<file path="src/rtl/fib_capture_pkg.sv">
`default_nettype none
// ==== fib_capture_pkg : register map, field positions and bus states for fib_capture ====
// ==== rev 1.0 ====
package fib_capture_pkg;

  localparam logic [7:0] OFF_DATA   = 8'h00;
  localparam logic [7:0] OFF_STATUS = 8'h04;
  localparam logic [7:0] OFF_CTRL   = 8'h08;

  localparam int STAT_EMPTY_BIT = 0;
  localparam int STAT_FULL_BIT  = 1;
  localparam int STAT_OVF_BIT   = 2;
  localparam int STAT_WRAP_BIT  = 3;
  localparam int STAT_CNT_LSB   = 8;
  localparam int CNT_W          = 5;

  localparam int CTRL_EN_BIT    = 0;
  localparam int CTRL_FLUSH_BIT = 1;
  localparam int CTRL_THR_LSB   = 8;
  localparam int THR_W          = 5;

  typedef enum logic [0:0] {
    ST_IDLE = 1'b0,
    ST_ACK  = 1'b1
  } bus_state_e;

  function automatic logic [31:0] pack_status(input logic empty, input logic full,
                                              input logic ovf, input logic wrap,
                                              input logic [CNT_W-1:0] cnt);
    logic [31:0] s;
    s = '0;
    s[STAT_EMPTY_BIT] = empty;
    s[STAT_FULL_BIT]  = full;
    s[STAT_OVF_BIT]   = ovf;
    s[STAT_WRAP_BIT]  = wrap;
    s[STAT_CNT_LSB +: CNT_W] = cnt;
    return s;
  endfunction

endpackage
`default_nettype wire

</file>
<file path="src/rtl/fib_capture_if.sv">
`default_nettype none
// ==== fib_capture_if : Wishbone classic slave bundle for fib_capture ====
// ==== rev 1.0 ====
interface fib_capture_if;
  logic        wbs_stb_i;
  logic        wbs_cyc_i;
  logic        wbs_we_i;
  logic [3:0]  wbs_sel_i;
  logic [31:0] wbs_dat_i;
  logic [31:0] wbs_adr_i;
  logic        wbs_ack_o;
  logic [31:0] wbs_dat_o;

  modport slave (
    input  wbs_stb_i, wbs_cyc_i, wbs_we_i, wbs_sel_i, wbs_dat_i, wbs_adr_i,
    output wbs_ack_o, wbs_dat_o
  );

  modport master (
    output wbs_stb_i, wbs_cyc_i, wbs_we_i, wbs_sel_i, wbs_dat_i, wbs_adr_i,
    input  wbs_ack_o, wbs_dat_o
  );
endinterface
`default_nettype wire

</file>
<file path="src/rtl/fib_fifo.sv">
`default_nettype none
// ==== fib_fifo : synchronous FIFO with push/pop/flush and occupancy count ====
// ==== rev 1.0 ====
module fib_fifo
  import fib_capture_pkg::*;
#(
  parameter int WIDTH = 30,
  parameter int DEPTH = 8
) (
  input  logic             clk,
  input  logic             reset,
  input  logic             push_i,
  input  logic [WIDTH-1:0] data_i,
  input  logic             pop_i,
  input  logic             flush_i,
  output logic [WIDTH-1:0] data_o,
  output logic             full_o,
  output logic             empty_o,
  output logic [CNT_W-1:0] count_o
);

  localparam int AW = (DEPTH > 1) ? $clog2(DEPTH) : 1;

  logic [WIDTH-1:0] mem_q [DEPTH];
  logic [AW-1:0]    wr_q, wr_d;
  logic [AW-1:0]    rd_q, rd_d;
  logic [CNT_W-1:0] count_q, count_d;
  logic             do_push, do_pop;

  assign full_o  = (count_q == CNT_W'(DEPTH));
  assign empty_o = (count_q == '0);
  assign count_o = count_q;
  assign data_o  = mem_q[rd_q];

  // A pop frees the head slot this cycle, so a push into a full FIFO is still accepted.
  assign do_pop  = pop_i && !empty_o && !flush_i;
  assign do_push = push_i && (!full_o || do_pop) && !flush_i;

  always_comb begin
    wr_d    = wr_q;
    rd_d    = rd_q;
    count_d = count_q;
    if (flush_i) begin
      wr_d    = '0;
      rd_d    = '0;
      count_d = '0;
    end else begin
      if (do_push) wr_d = wr_q + AW'(1);
      if (do_pop)  rd_d = rd_q + AW'(1);
      if (do_push && !do_pop)      count_d = count_q + CNT_W'(1);
      else if (do_pop && !do_push) count_d = count_q - CNT_W'(1);
    end
  end

  always_ff @(posedge clk or posedge reset) begin
    if (reset) begin
      wr_q    <= '0;
      rd_q    <= '0;
      count_q <= '0;
    end else begin
      wr_q    <= wr_d;
      rd_q    <= rd_d;
      count_q <= count_d;
    end
  end

  always_ff @(posedge clk) begin
    if (do_push) mem_q[wr_q] <= data_i;
  end

endmodule
`default_nettype wire

</file>
<file path="src/rtl/fib_capture.sv">
`default_nettype none
// ==== fib_capture : Fibonacci term capture FIFO with Wishbone drain, sticky flags and fill irq ====
// ==== rev 1.0 ====
module fib_capture
  import fib_capture_pkg::*;
#(
  parameter int          WIDTH     = 30,
  parameter int          DEPTH     = 8,
  parameter logic [31:0] ADDR_BASE = 32'h3000_0100
) (
  input  logic             clk,
  input  logic             reset,
  fib_capture_if.slave     wb,
  input  logic             in_valid,
  input  logic [WIDTH-1:0] in_value,
  output logic             irq_out
);

  bus_state_e       state_q;
  logic             ack_q;
  logic [31:0]      dat_q;
  logic             en_q, en_d;
  logic [THR_W-1:0] thr_q, thr_d;
  logic             ovf_q, ovf_d;
  logic             wrap_q, wrap_d;
  logic [WIDTH-1:0] last_q, last_d;
  logic             irq_q, irq_d;

  logic             hit, rd, wr, pop, flush, cap, push;
  logic [7:0]       off;
  logic [31:0]      rdata;
  logic [WIDTH-1:0] head;
  logic             full, empty;
  logic [CNT_W-1:0] count;
  logic             unused_dat;

  assign unused_dat = ^{wb.wbs_dat_i[31:13], wb.wbs_dat_i[7:4]};

  assign hit   = (wb.wbs_adr_i[31:8] == ADDR_BASE[31:8]);
  assign off   = wb.wbs_adr_i[7:0];
  assign rd    = (state_q == ST_ACK) && !wb.wbs_we_i && hit;
  assign wr    = (state_q == ST_ACK) && wb.wbs_we_i && hit && (|wb.wbs_sel_i);
  assign pop   = rd && (off == OFF_DATA) && !empty;
  assign flush = wr && (off == OFF_CTRL) && wb.wbs_dat_i[CTRL_FLUSH_BIT];
  assign cap   = in_valid && en_q;
  assign push  = cap && !flush;

  fib_fifo #(
    .WIDTH (WIDTH),
    .DEPTH (DEPTH)
  ) u_fifo (
    .clk     (clk),
    .reset   (reset),
    .push_i  (push),
    .data_i  (in_value),
    .pop_i   (pop),
    .flush_i (flush),
    .data_o  (head),
    .full_o  (full),
    .empty_o (empty),
    .count_o (count)
  );

  always_comb begin
    rdata = '0;
    if (rd) begin
      case (off)
        OFF_DATA:   rdata = empty ? 32'h0 : 32'(head);
        OFF_STATUS: rdata = pack_status(empty, full, ovf_q, wrap_q, count);
        OFF_CTRL: begin
          rdata[CTRL_EN_BIT] = en_q;
          rdata[CTRL_THR_LSB +: THR_W] = thr_q;
        end
        default:    rdata = '0;
      endcase
    end
  end

  // Flag sets are applied after write-1-to-clear so a same-cycle event is not lost.
  always_comb begin
    en_d   = en_q;
    thr_d  = thr_q;
    ovf_d  = ovf_q;
    wrap_d = wrap_q;
    last_d = last_q;
    if (wr && off == OFF_STATUS) begin
      if (wb.wbs_dat_i[STAT_OVF_BIT])  ovf_d  = 1'b0;
      if (wb.wbs_dat_i[STAT_WRAP_BIT]) wrap_d = 1'b0;
    end
    if (wr && off == OFF_CTRL) begin
      en_d  = wb.wbs_dat_i[CTRL_EN_BIT];
      thr_d = wb.wbs_dat_i[CTRL_THR_LSB +: THR_W];
    end
    if (cap && full && !pop && !flush) ovf_d = 1'b1;
    if (cap && (in_value < last_q))     wrap_d = 1'b1;
    if (cap)                            last_d = in_value;
    irq_d = en_q && (thr_q != '0) && (count >= thr_q);
  end

  always_ff @(posedge clk or posedge reset) begin
    if (reset) begin
      en_q   <= 1'b0;
      thr_q  <= '0;
      ovf_q  <= 1'b0;
      wrap_q <= 1'b0;
      last_q <= '0;
      irq_q  <= 1'b0;
    end else begin
      en_q   <= en_d;
      thr_q  <= thr_d;
      ovf_q  <= ovf_d;
      wrap_q <= wrap_d;
      last_q <= last_d;
      irq_q  <= irq_d;
    end
  end

  always_ff @(posedge clk or posedge reset) begin
    if (reset) begin
      state_q <= ST_IDLE;
      ack_q   <= 1'b0;
      dat_q   <= '0;
    end else begin
      case (state_q)
        ST_IDLE: begin
          ack_q <= 1'b0;
          dat_q <= '0;
          if (wb.wbs_stb_i && wb.wbs_cyc_i) state_q <= ST_ACK;
        end
        ST_ACK: begin
          ack_q   <= 1'b1;
          dat_q   <= rdata;
          state_q <= ST_IDLE;
        end
        default: begin
          ack_q   <= 1'b0;
          dat_q   <= '0;
          state_q <= ST_IDLE;
        end
      endcase
    end
  end

  assign wb.wbs_ack_o = ack_q;
  assign wb.wbs_dat_o = dat_q;
  assign irq_out      = irq_q;

endmodule
`default_nettype wire

</file>
<file path="src/flat_wrapper.sv">
// flat-port wrapper written by rule: the top's interface ports become plain ports
module fib_capture_flat import fib_capture_pkg::*;
#(
  parameter int          WIDTH     = 30,
  parameter int          DEPTH     = 8,
  parameter logic [31:0] ADDR_BASE = 32'h3000_0100
)
  (clk, reset, in_valid, in_value, irq_out, wb_wbs_stb_i, wb_wbs_cyc_i, wb_wbs_we_i, wb_wbs_sel_i, wb_wbs_dat_i, wb_wbs_adr_i, wb_wbs_ack_o, wb_wbs_dat_o);
  fib_capture_if wb_i ();
  input  logic clk;
  input  logic reset;
  input  logic in_valid;
  input  logic [WIDTH-1:0] in_value;
  output logic irq_out;
  input wire logic [$bits(wb_i.wbs_stb_i)-1:0] wb_wbs_stb_i;
  input wire logic [$bits(wb_i.wbs_cyc_i)-1:0] wb_wbs_cyc_i;
  input wire logic [$bits(wb_i.wbs_we_i)-1:0] wb_wbs_we_i;
  input wire logic [$bits(wb_i.wbs_sel_i)-1:0] wb_wbs_sel_i;
  input wire logic [$bits(wb_i.wbs_dat_i)-1:0] wb_wbs_dat_i;
  input wire logic [$bits(wb_i.wbs_adr_i)-1:0] wb_wbs_adr_i;
  output wire logic [$bits(wb_i.wbs_ack_o)-1:0] wb_wbs_ack_o;
  output wire logic [$bits(wb_i.wbs_dat_o)-1:0] wb_wbs_dat_o;
  assign wb_i.wbs_stb_i = wb_wbs_stb_i;
  assign wb_i.wbs_cyc_i = wb_wbs_cyc_i;
  assign wb_i.wbs_we_i = wb_wbs_we_i;
  assign wb_i.wbs_sel_i = wb_wbs_sel_i;
  assign wb_i.wbs_dat_i = wb_wbs_dat_i;
  assign wb_i.wbs_adr_i = wb_wbs_adr_i;
  assign wb_wbs_ack_o = wb_i.wbs_ack_o;
  assign wb_wbs_dat_o = wb_i.wbs_dat_o;
  fib_capture #(.WIDTH(WIDTH), .DEPTH(DEPTH), .ADDR_BASE(ADDR_BASE)) u_core (.clk(clk), .reset(reset), .wb(wb_i), .in_valid(in_valid), .in_value(in_value), .irq_out(irq_out));
endmodule
</file>
<file path="config.mk">
export PLATFORM = sky130hd
export DESIGN_NAME = fib_capture_flat
export DESIGN_NICKNAME = d
export VERILOG_FILES = /design/src/rtl/fib_capture_pkg.sv /design/src/rtl/fib_capture_if.sv /design/src/rtl/fib_fifo.sv /design/src/rtl/fib_capture.sv /design/src/flat_wrapper.sv
export SDC_FILE = /design/constraint.sdc
export NUM_CORES = 1
export LEC_CHECK = 0
export BUFFER_PORTS_ARGS = -buffer_cell sky130_fd_sc_hd__clkbuf_2
export CAP_MARGIN = 25
export CORE_MARGIN = 4
export CORE_UTILIZATION = 59
export DETAILED_ROUTE_END_ITERATION = 8
export PLACE_DENSITY = 0.83
export REMOVE_ABC_BUFFERS = 1
export SLEW_MARGIN = 20
export SYNTH_ARGS = -nofsm -noshare
export SYNTH_HDL_FRONTEND = slang
export SYNTH_SLANG_ARGS = --single-unit
</file>
<file path="constraint.sdc">
create_clock -name clk -period 4.65 [get_ports clk]
set_input_delay 0.465 -clock clk [delete_from_list [all_inputs] [get_ports clk]]
set_output_delay 0.465 -clock clk [all_outputs]
set_load 0.02 [all_outputs]
</file>
==> results.cfg <==
[run_status]
outcome = finished, violations left
violations = negative hold slack

[power_and_ir_drop]
powerDensity_nw_per_um2 = 377
clkPwrFrac_pct = 44.6
sw_frac_of_total_pct = 19.8
p_seq_share_pct = 53.4
p_leak_nw = 5.69
combPwrFrac_pct = 2.0
p_sw_mw = 1.15
power.total_mw = 5.79
intPower_mw = 4.65
ir_worst_vdd_mv = 0.328

[cells_and_area]
final_common_cell = edfxtp_1
n_fill_cell = 1338
drive_above_1_share_pct = 29.2
final_net_count = 1083
final_cell_mix = edfxtp_1, clkbuf_2, dfrtp_1, mux4_2, nand2_1
area.growth.synth_to_final_pct = 15.6

[sta]
timing.final.hold_violations = 2
setup_viol = 0
final_max_slew_viol_count = 0
whs_ns = -0.00682
fin_crit_ns = 3.82
rsz0062_at_grt = false
period_share_pct = 82.1
setup_tns_ns = 0
tightestPinTransition_ns = 0.965
skew_ns = 0.0135
fmax_mhz = 262
slew_headroom_pct = 34.0

[placed_design]
portBuffers = 112
gp_congestion = 0.819
dp_hpwl_um = 16600

[critical_path]
slowest_delay_ns = 0.66
critPathCaptureType = flip-flop
r2r_setup_slack_ns = 0.83
cp.arrival_ns = 4.30
timing.rr.end = u_core.u_fifo.count_o[4]$_DFFE_PP0P_
cp_slowest_cell = nor4_2
reg2reg_depth = 14
worstPathRequired_ns = 5.13
critPathTopFamily = simple AND/OR/NAND/NOR gates
r2r-start = u_core.u_fifo.count_o[0]$_DFFE_PP0P_
critical_path_buf_inv_count = 3
start_kind = flip-flop
path_max_fanout = 7
crit_type = reg -> reg
crit_chain = nor4_2 -> a2111oi_4 -> nor4b_4 -> buf_4 -> o211ai_2 -> inv_1 -> ha_1 -> inv_1 -> ha_1 -> a21o_1 -> a21oi_1 -> xnor2_1 -> or3_1 -> a21oi_1

[drt]
drt_iter0_markers = 653
drt-total-wl_um = 28400
viasPerCell = 6.10
drc_errors = 0
vias = 7582
ant_nets = 0
drt-pass1-iter-count = 5
wire_per_inst_um = 22.8

[floorplan]
dieWidth_um = 158
die_y_um = 158
coreArea_um2 = 22000
die_area_um2 = 25000
start_util_pct = 60.4
io_pins = 138
rows = 54

[clocking]
cts.sinks = 322
cts_resized = 0
clock_path_buffers = 3
htreeDepth = 1
clk_root_buffer_cell = clkbuf_16
hold_buffers = 0
cts_tree = built
cts_inserted_buffers = 31
clk-insertion-delay-late_ns = 0.57
path_clk_slew_ns = 0.06
post_cts_buffers = 0

[yosys]
ys_seq_area_share_pct = 69.6
post_synth.cell_area_avg_um2 = 16.5
synthArstFlopShare_pct = 25.5
synthesis.area_um2 = 13300
synth_top_flop_cell = edfxtp_1
yosysUniqueCellTypes = 54
ys_warn_count = 0
synth-seq-cells = 322
synth_edf_count = 240
synthCells = 805

[flow_run]
cap_viol_max_count = 0

[global_routing]
groute.usage.overall_pct = 23.6
grt_pass1_wl_um = 44600
grt_antenna_before_repair = 1
gr-total-overflow = 0
grt_pass1_vias = 7842
grt_max_degree = 66

[hold_path]
hold_class = in -> async
## cell type report
cell class,count,area (um2),share of cell area (%)
Sequential cell,322,9270,60.3
Clock buffer,37,838,5.45
Multi-Input combinational cell,411,3800,24.7
Inverter,40,151,0.985
Clock inverter,21,235,1.53
Timing Repair Buffer,131,728,4.74
Tap cell,280,350,2.28
Antenna cell,1,2.50,0.0163
## synthesized netlist by cell type, drive strengths merged (2+ instances only)
master   count  area (um2)
o2111ai      2        23.8
a2111oi      3        45.1
nor4b        4        50.1
or3          2        12.5
nand4        8        50.1
dfrtp       82        2050
clkbuf      22        82.6
and4         3        26.3
o2bb2ai      2        17.5
o21ai       37         185
mux2i       24         240
nor2b        3        18.8
and2         2        12.5
inv         40         150
o211ai       7        57.6
xnor2        2        17.5
xor2         2        17.5
or2          2        12.5
mux2        15         169
buf         11        57.6
nand2b       3        18.8
mux4        60        1350
nand2       57         214
o221ai       2        17.5
a22oi        7        52.6
edfxtp     240        7210
a21oi       26         130
nand3       13        65.1
nor4         8        62.6
a211oi       3        22.5
nor2        52         195
nor3         8        40.0
ha          41         513
## metal layers
metal	wire [um]	global-route usage, %
met5	0	0
met4	656	6.82
met3	2080	3.83
met2	14700	39.9
met1	10900	32.1
## state kept, by name, summed over array words and instances, names as in the netlist, 3 cells and up
register and cells:
u_core.u_fifo.count_o 5, u_core.u_fifo.mem_q 240, u_core.last_q 30, u_core.thr_q 5, u_core.u_fifo.wr_q 3, u_core.wb.wbs_dat_o 30
u_core.u_fifo.rd_q 3
## power by group through the flow
stage	clock network [mW]	registers, mW	logic (mW)
floorplan	0	3.15	0.0320
global placement	0	3.15	0.109
detailed placement	0	3.15	0.115
CTS	2.62	3.09	0.117
global route	2.77	3.09	0.130
finish	2.59	3.09	0.116
## kinds of logic after synthesis
group                    synth area share [%]
flip-flops                               69.6
AND/OR/NAND/NOR                          6.17
multiplexers                             13.2
AO/OA/AOI/OAI                            4.45
buffers and inverters                    2.18
adder cells (fa/ha/maj)                  4.01
XOR/XNOR                                0.264
other                                  0.0282
## through the flow
step / cells / setup WS [ns] / instance area (um2) / hold slack, ns / util, %
global placement: 1182 / 0.776 / 14300 / 0.439 / 64.7
finish: 1243 / 0.833 / 15400 / -0.00682 / 69.8
detailed placement: 1183 / 0.719 / 14300 / 0.459 / 64.8
floorplan: 773 / -0.165 / 13200 / 0.387 / -
CTS: 1241 / 0.854 / 15300 / 0.0107 / 69.7
global route: 1243 / 0.640 / 15400 / 0.0462 / 69.8
## how the worst max path moves through the flow
| stage | depth (start not counted) | endpoint | slack (ns) | startpoint |
|---|---|---|---|---|
| after floorplan | 5 | u_core.u_fifo.mem_q[2][0]$_DFFE_PP_ | -0.17 | wb_wbs_adr_i[1] |
| after global placement | 15 | u_core.u_fifo.count_o[4]$_DFFE_PP0P_ | 0.78 | wb_wbs_adr_i[1] |
| after detailed placement | 15 | u_core.u_fifo.count_o[4]$_DFFE_PP0P_ | 0.72 | wb_wbs_adr_i[1] |
| after CTS | 14 | u_core.u_fifo.count_o[4]$_DFFE_PP0P_ | 0.85 | u_core.u_fifo.count_o[0]$_DFFE_PP0P_ |
| after global routing | 14 | u_core.u_fifo.count_o[4]$_DFFE_PP0P_ | 0.64 | u_core.u_fifo.count_o[0]$_DFFE_PP0P_ |
| final | 14 | u_core.u_fifo.count_o[4]$_DFFE_PP0P_ | 0.83 | u_core.u_fifo.count_o[0]$_DFFE_PP0P_ |
## worst register-to-register path, cell delays in order (launching register included)
cell and delay (ns):
dfrtp_1 0.49, nor4_2 0.66, a2111oi_4 0.17, nor4b_4 0.17, buf_4 0.17, o211ai_2 0.40
inv_1 0.09, ha_1 0.23, inv_1 0.18, ha_1 0.29, a21o_1 0.17, a21oi_1 0.18
xnor2_1 0.09, or3_1 0.31, a21oi_1 0.15
Note: power is estimated with default switching activity, not from simulation.
